===== src/rtl/fft64_sdf_ctrl.sv =====
// Sequencer for a 64-point radix-2^2 SDF FFT: per-stage butterfly / -j selects,
// FIFO enables, twiddle exponents and frame-level output framing.
module fft64_sdf_ctrl #(
  parameter int TW_LAT = 2
) (
  input  logic       clk,
  input  logic       rst,
  input  logic       in_valid,
  input  logic       in_sop,
  output logic       in_ready,
  output logic [5:0] s0,
  output logic [5:0] s1,
  output logic [5:0] w_en,
  output logic [5:0] r_en,
  output logic [5:0] tw_addr0,
  output logic [5:0] tw_addr1,
  output logic       out_valid,
  output logic       out_sop,
  output logic [5:0] out_idx,
  output logic       err
);

  localparam int O1 = 1;
  localparam int O3 = 3 + TW_LAT;
  localparam int O6 = 6 + 2 * TW_LAT;
  // counter value (as seen by the output registers) of the first output sample
  localparam logic [5:0] OUT_CNT0 = 6'(O6 - 2);
  localparam logic [5:0] EXIT_CNT = 6'(O6 - 3);
  localparam logic [5:0] TW0_OFF  = 6'(O1 + 1);
  localparam logic [5:0] TW1_OFF  = 6'(O3 + 1);

  typedef enum logic [1:0] {IDLE, RUN, FLUSH} state_t;

  function automatic logic [5:0] stage_off(input int k);
    int o;
    o = k + ((k >= 4) ? 2 : k / 2) * TW_LAT;
    return 6'(o);
  endfunction

  function automatic logic [5:0] bitrev6(input logic [5:0] x);
    logic [5:0] r;
    for (int i = 0; i < 6; i++) r[i] = x[5-i];
    return r;
  endfunction

  state_t     state, state_nxt;
  logic [5:0] cnt, cnt_nxt;
  // hist[0]: current 64-cycle period carries a frame, hist[1]/[2]: one/two periods ago
  logic [2:0] hist, hist_nxt;
  logic [5:0] act, act_nxt;
  logic       accept, running;
  logic [5:0] np [6];
  logic [5:0] s0_nxt, s1_nxt;
  logic [5:0] m0, m1, tw0_nxt, tw1_nxt;
  logic [5:0] j_nxt, idx_nxt;
  logic       ov_nxt, sop_nxt;

  assign in_ready = (state == IDLE) || (cnt == 6'd63);
  assign accept   = in_ready & in_valid & in_sop;

  always_comb begin
    state_nxt = state;
    cnt_nxt   = cnt + 6'd1;
    hist_nxt  = hist;
    case (state)
      IDLE: begin
        cnt_nxt  = '0;
        hist_nxt = '0;
        if (accept) begin
          state_nxt = RUN;
          hist_nxt  = 3'b001;
        end
      end
      RUN, FLUSH: begin
        if (cnt == 6'd63) begin
          hist_nxt  = {hist[1:0], accept};
          state_nxt = accept ? RUN : FLUSH;
        end else if (state == FLUSH && cnt == EXIT_CNT && !hist[1]) begin
          state_nxt = IDLE;
          cnt_nxt   = '0;
          hist_nxt  = '0;
        end
      end
      default: begin
        state_nxt = IDLE;
        cnt_nxt   = '0;
        hist_nxt  = '0;
      end
    endcase
  end

  // everything below is a function of the next-cycle counter so the registered
  // outputs line up with the counter value they are seen alongside
  always_comb begin
    running = (state_nxt != IDLE);
    s0_nxt  = '0;
    act_nxt = '0;
    for (int k = 0; k < 6; k++) begin
      act_nxt[k] = running & (act[k] | (cnt_nxt == stage_off(k)));
      np[k]      = cnt_nxt - stage_off(k) + 6'd1;
      s0_nxt[k]  = act_nxt[k] & np[k][5-k];
    end
    s1_nxt = {act_nxt[5] & np[5][1] & ~np[5][0], 1'b0,
              act_nxt[3] & np[3][3] & ~np[3][2], 1'b0,
              act_nxt[1] & np[1][5] & ~np[1][4], 1'b0};

    m0      = cnt_nxt - TW0_OFF;
    m1      = cnt_nxt - TW1_OFF;
    tw0_nxt = act_nxt[1] ? ({4'b0, m0[4], m0[5]} * {2'b0, m0[3:0]}) : 6'd0;
    tw1_nxt = act_nxt[3] ? ({2'b0, m1[2], m1[3], 2'b0} * {4'b0, m1[1:0]}) : 6'd0;

    ov_nxt  = running & ((cnt_nxt >= OUT_CNT0) ? hist_nxt[1] : hist_nxt[2]);
    j_nxt   = cnt_nxt - OUT_CNT0;
    idx_nxt = ov_nxt ? bitrev6(j_nxt) : 6'd0;
    sop_nxt = ov_nxt & (j_nxt == 6'd0);
  end

  always_ff @(posedge clk or posedge rst) begin
    if (rst) begin
      state     <= IDLE;
      cnt       <= '0;
      hist      <= '0;
      act       <= '0;
      s0        <= '0;
      s1        <= '0;
      w_en      <= '0;
      r_en      <= '0;
      tw_addr0  <= '0;
      tw_addr1  <= '0;
      out_valid <= 1'b0;
      out_sop   <= 1'b0;
      out_idx   <= '0;
      err       <= 1'b0;
    end else begin
      state     <= state_nxt;
      cnt       <= cnt_nxt;
      hist      <= hist_nxt;
      act       <= act_nxt;
      s0        <= s0_nxt;
      s1        <= s1_nxt;
      w_en      <= act_nxt;
      r_en      <= act_nxt;
      tw_addr0  <= tw0_nxt;
      tw_addr1  <= tw1_nxt;
      out_valid <= ov_nxt;
      out_sop   <= sop_nxt;
      out_idx   <= idx_nxt;
      // cnt==63 in RUN is the slot for the next frame's first sample, not a frame sample
      err       <= err | ((state == RUN) && (cnt != 6'd63) && !in_valid);
    end
  end

endmodule


===== config.mk =====
export PLATFORM = sky130hd
export DESIGN_NAME = fft64_sdf_ctrl
export DESIGN_NICKNAME = d
export VERILOG_FILES = /design/src/rtl/fft64_sdf_ctrl.sv
export SDC_FILE = /design/constraint.sdc
export NUM_CORES = 1
export LEC_CHECK = 0
export ABC_AREA = 1
export CAP_MARGIN = 20
export CORE_AREA = 2 2 74 83
export DETAILED_ROUTE_END_ITERATION = 7
export DIE_AREA = 0 0 76 85
export PLACE_DENSITY_LB_ADDON = 0.1
export REMOVE_ABC_BUFFERS = 1
export SLEW_MARGIN = 20
export SYNTH_ARGS = -nofsm -noshare
export SYNTH_HDL_FRONTEND = slang
export SYNTH_SLANG_ARGS = --single-unit

===== constraint.sdc =====
create_clock -name clk -period 3.9 [get_ports clk]
set_clock_uncertainty 0.05 [all_clocks]
set_input_delay 0.585 -clock clk [delete_from_list [all_inputs] [get_ports clk]]
set_output_delay 0.585 -clock clk [all_outputs]
set_load 0.03 [all_outputs]

=== After elaboration in Yosys (flattened, before gate mapping) ===
Cells that the tools add are included.

* Bits in registers: 47
* Input port bits: 4
* Output and inout port bits: 46
* Logic and storage cells: 101

* $add $sub $neg: 14
* $mul: 2
* Order comparisons: 1
* Equality and inequality tests: 11
* Mux-type cells: 16
* Bitwise logic cells: 32
* Reductions and logical operators: 12

{| class="wikitable"
|+ Operators by type and width
! operator !! count
|-
| two-way mux 6 bit || 6
|-
| bitwise AND 1 bit || 22
|-
| adder 6 x 1 -> 6 bit, second input constant || 3
|-
| equality test 6 x 3 -> 1 bit, second input constant || 3
|-
| equality test 6 x 4 -> 1 bit, second input constant || 2
|-
| zero test 6 bit || 2
|-
| subtractor 4 x 3 -> 4 bit, second input constant || 3
|-
| adder 4 x 1 -> 4 bit, second input constant || 2
|-
| two-way mux 2 bit || 4
|-
| bitwise OR 1 bit || 7
|-
| equality test 6 x 1 -> 1 bit, second input constant || 1
|-
| equality test 6 bit, second input constant || 1
|-
| greater-or-equal comparator 6 x 4 -> 1 bit, second input constant || 1
|-
| multiplier 2 x 4 -> 6 bit || 1
|-
| two-way mux 3 bit || 2
|-
| != test 6 bit, second input constant || 1
|-
| case mux 3 bit (2 select lines) || 1
|-
| subtractor 6 x 1 -> 6 bit, second input constant || 1
|-
| subtractor 6 x 2 -> 6 bit, second input constant || 1
|-
| subtractor 6 x 4 -> 6 bit, second input constant || 1
|-
| adder 2 x 1 -> 2 bit, second input constant || 2
|-
| logical AND 1 bit || 4
|-
| multiplier 2 x 2 -> 4 bit || 1
|-
| case mux 2 bit (2 select lines) || 1
|-
| other kinds (11) || 15
|}

=== Depth between registers and ports, before layout ===
* Depth in word-level cells: 11
* Depth in mapped cells: 23
* Mapped depth without buffers: 23

=== Least setup slack after synthesis ===
No wires, ideal clock.

* Path type: reg-to-reg
* Start: reg state[1]
* End: reg tw_addr0[5]
* Data arrival time: 3.201 ns
* Required time: 3.779 ns
* Slack: 0.578 ns
* Cell stages (with the launch flop): 18
* Buffers on the path: 0
* Period minus slack after synthesis: 3.322 ns
* Cell sequence: dfrtp_1 -> inv_1 -> ha_1 -> inv_2 -> nor3_1 -> inv_1 -> ha_1 -> nand4_1 -> nand3_1 -> nand2_1 -> inv_1 -> nor2_1 -> ha_1 -> inv_1 -> fa_1 -> o21ai_0 -> nand3_1 -> nor2_1

* Cells in the longest elaborated chain, start to end: 10
* Elaborated cells on any way between the ends: 24
* Those cells by class: 1 x add/sub; 1 x mul; 3 x eq/ne; 9 x mux; 4 x bitwise; 6 x reduce/logical

{| class="wikitable"
|+ RTL lines
! element !! RTL line !! RTL
|-
| from (decl) || 46 || <nowiki>state_t state, state_nxt;</nowiki>
|-
| from (signal assigned) || 135 || <nowiki>state <= state_nxt;</nowiki>
|-
| equality test 2 bit || 65, 78 ||
|-
| logical AND 1 bit (2 in series) || 78 || <nowiki>end else if (state == FLUSH && cnt == EXIT_CNT && !hist[1]) begin</nowiki>
|-
| two-way mux 6 bit || 78 ||
|-
| two-way mux 6 bit || 75 || <nowiki>if (cnt == 6'd63) begin</nowiki>
|-
| two-way mux 6 bit * || 65 || <nowiki>case (state)</nowiki>
|-
| net cnt_nxt[2] || 47 || <nowiki>logic [5:0] cnt, cnt_nxt;</nowiki>
|-
| branches (longest 3 deep; another with subtractor 6 x 2 -> 6 bit) || -- ||
|-
| two-way mux 6 bit * || 109 || <nowiki>tw0_nxt = act_nxt[1] ? ({4'b0, m0[4], m0[5]} * {2'b0, m0[3:0]}) : 6'd0;</nowiki>
|-
| net tw0_nxt[5] || 54 || <nowiki>logic [5:0] m0, m1, tw0_nxt, tw1_nxt;</nowiki>
|-
| to (signal assigned) || 143 || <nowiki>tw_addr0 <= tw0_nxt;</nowiki>
|-
| to (decl) || 15 || <nowiki>output logic [5:0] tw_addr0,</nowiki>
|}

Mark *: on every way through the listed nets, which the timed path passes.
A chain may end at the register's enable or synchronous reset.

=== Final worst setup path ===
* Start: reg state[0]
* End: reg tw_addr0[5]

The elaborated chain is that of the path after synthesis.

==> flow_metrics.tcl <==
set metrics [dict create \
    setup_viol 0 \
    final_util_pct 54.7 \
    yosysTopAreaCell "dfrtp_1" \
    cts_root_buffer "clkbuf_8" \
    critPathKind "register to register" \
    crit_required_ns 4.08 \
    numCtsBuffers 5 \
    path_max_fanout 7 \
    cts_resized 0 \
    layout-drive-gt1-share_pct 8.24 \
    fill_cells 546 \
    hold_viol 0 \
    p_per_area_nw_per_um2 275 \
    gr-total-overflow 0 \
    fin_ws_ns 0.466 \
    rsz0062_at_grt "no" \
    drc_errors 0 \
    avgSynthCellArea_um2 8.46 \
    syn_to_final_growth_pct 24.2 \
    grt_pass1_wl_mm 8.85 \
    synth_top_area_share_pct 45.5 \
    hold_path_class "register to register" \
    drt-initial-drc-count 114 \
    drtPass1Iterations 5 \
    grt.total_usage_pct 17.3 \
    crit_path_end_kind "register" \
    ant_nets 0 \
    gp_congestion 0.903 \
    slew_viol_final 0 \
    ir_drop_v 0.000193 \
    crit_path_start_kind "register" \
    period_minus_slack_ns 3.43 \
    grt_pass1_vias 1899 \
    cts_tree "yes" \
    detail_route.vias_per_cell 4.50 \
    tns_ns 0 \
    yosysUniqueCellTypes 27 \
    clkSinkCount 45 \
    grt_max_degree 25 \
    vias 1878 \
    fp.dieArea_um2 6460 \
    fmax_mhz 291 \
    synthCells 293 \
    synth_area_um2 2480 \
    holdBufCountCts 0 \
    period_share_pct 88.1 \
    p_leak_nw 1.63 \
    relSlewSlack_pct 48.7 \
    die_w_um 76 \
    start_util_pct 44.0 \
    place_hpwl_mm 3.96 \
    grt_antenna_before_repair 0 \
    yosysWarningCount 0 \
    clk_pin_slew_ns 0.09 \
    place_ws_ns 0.513 \
    die_y_um 85 \
    port_buffers 44 \
    io_pins 50 \
    cts_buffer_depth 2 \
    wl_per_cell_um 12.1 \
    fp-row-count 29 \
    routed_wl_mm 5.04 \
    postCtsSetupBuffers 0 \
    clock_latency_ns 0.30 \
    fin_nets 366 \
    worstMarginPinSlew_ns 0.765 \
    ff_latch_area_um2 1130 \
    cts_max_level 2 \
    n_antenna_cell 0 \
    status "completed" \
    drv_cap 0 \
    yosysSeqAreaShare_pct 45.5 \
    multi_input_area_um2 1070 \
    crit_arrival_ns 3.61 \
    yosys-top-cells-area "dfrtp_1 (45%), ha_1 (11%), inv_1 (8.2%)" \
    ys_ff_latch 45 \
    fp.coreArea_um2 5620 \
]
-- cells by family (layout without fill, tap and decap cells) --
family / Yosys count / in the layout / synth area share [%]
buf+inv: 69 / 112 / 12.1
other cells: 1 / 5 / 0.151
compound gates: 14 / 14 / 3.33
xor+xnor: 6 / 6 / 2.12
flops: 45 / 45 / 45.5
simple gates: 135 / 135 / 24.9
fa+ha+maj: 23 / 23 / 11.9
-- layout make-up --
type | instances | share of cell area, %
timing repair buffer | 46 | 14.8
tap | 77 | 3.13
multi-input combinational | 183 | 34.6
clock buffer | 7 | 2.80
sequential | 45 | 36.6
clock inverter | 1 | 0.976
inverter | 58 | 7.07
-- worst paths after layout --
check	cells past startpoint	start	end	slack, ns
worst max-delay path	18	state[0]$_DFF_PP0_	tw_addr0[5]$_DFF_PP0_	0.47
worst min-delay path	1	err$_DFF_PP0_	err$_DFF_PP0_	0.44
worst max register to register	18	state[0]$_DFF_PP0_	tw_addr0[5]$_DFF_PP0_	0.47
worst min register to register	1	err$_DFF_PP0_	err$_DFF_PP0_	0.44
max in group asynchronous	3	rst	tw_addr0[0]$_DFF_PP0_	2.49
min in group asynchronous	2	rst	act[4]$_DFF_PP0_	0.59
-- placed cells by master (no fill, tap or decap) --
master	Yosys	final
nor2_4	2	2
a31oi_1	1	1
o21ai_2	1	1
and3_1	1	1
nand4_1	2	2
nand3_4	1	1
nand2_2	6	6
o21bai_1	2	2
nand3_2	1	1
clkdlybuf4s50_1	0	44
a21oi_1	5	5
clkbuf_1	0	1
fa_1	1	1
clkinv_1	0	1
ha_1	22	22
xor2_1	5	5
o211ai_1	1	1
nand3_1	21	21
or2_2	1	1
conb_1	1	5
nand2_4	3	3
inv_2	4	4
o21ai_0	4	4
nor3_1	1	1
inv_1	54	53
buf_4	11	2
bufinv_16	0	1
nand2_1	53	53
xnor2_1	1	1
clkbuf_8	0	6
dfrtp_1	45	45
nor2_1	43	43
-- metal layers --
layer	GRT usage, %	up-vias	share of wire [%]
met5	0	-	0
met4	6.94	0	1.5
met3	3.09	9	3.8
met2	30.5	36	50
met1	21.0	875	45
li1	-	958	-
-- power by group --
part | switching, W | internal, W
sequential | 0.00000000000000000000939 | 0.000466
clock | 0.000152 | 0.000209
combinational | 0.0000164 | 0.00000375
total | 0.000168 | 0.000679
-- state kept, by name, indices dropped and copies added (netlist names) --
register,flops
err,1
out_sop,1
out_idx,6
s1,3
act,6
state,2
tw_addr0,6
tw_addr1,4
s0,6
out_valid,1
cnt,6
hist,3
-- critical path, stage by stage, from the launching register on --
cell,delay (ns)
dfrtp_1,0.39
inv_1,0.08
ha_1,0.42
inv_2,0.10
nor3_1,0.21
buf_4,0.19
inv_1,0.13
ha_1,0.26
nand4_1,0.16
nand3_1,0.09
nand2_1,0.11
inv_1,0.07
nor2_1,0.10
ha_1,0.17
inv_1,0.05
fa_1,0.39
o21ai_0,0.19
nand3_1,0.10
nor2_1,0.10
-- metrics by stage --
stage	hold WS (ns)	std cells	cell area [um2]	power [W]
after floorplan	0.445	286	2410	0.000490
after global placement	0.411	409	2960	0.000496
after detailed placement	0.419	409	2960	0.000497
after CTS	0.436	417	3080	0.000859
after global routing	0.473	417	3080	0.000878
final	0.436	417	3080	0.000847
-- synthesized netlist by cell type --
library cell and instances:
inv_1 54, nand2_1 53, dfrtp_1 45, nor2_1 43, ha_1 22, nand3_1 21
buf_4 11, nand2_2 6, a21oi_1 5, xor2_1 5, inv_2 4, o21ai_0 4
nand2_4 3, nand4_1 2, nor2_4 2, o21bai_1 2, a31oi_1 1, and3_1 1
conb_1 1, fa_1 1, nand3_2 1, nand3_4 1, nor3_1 1, o211ai_1 1
o21ai_2 1, or2_2 1, xnor2_1 1
Note: power is estimated with default switching activity, not from simulation.
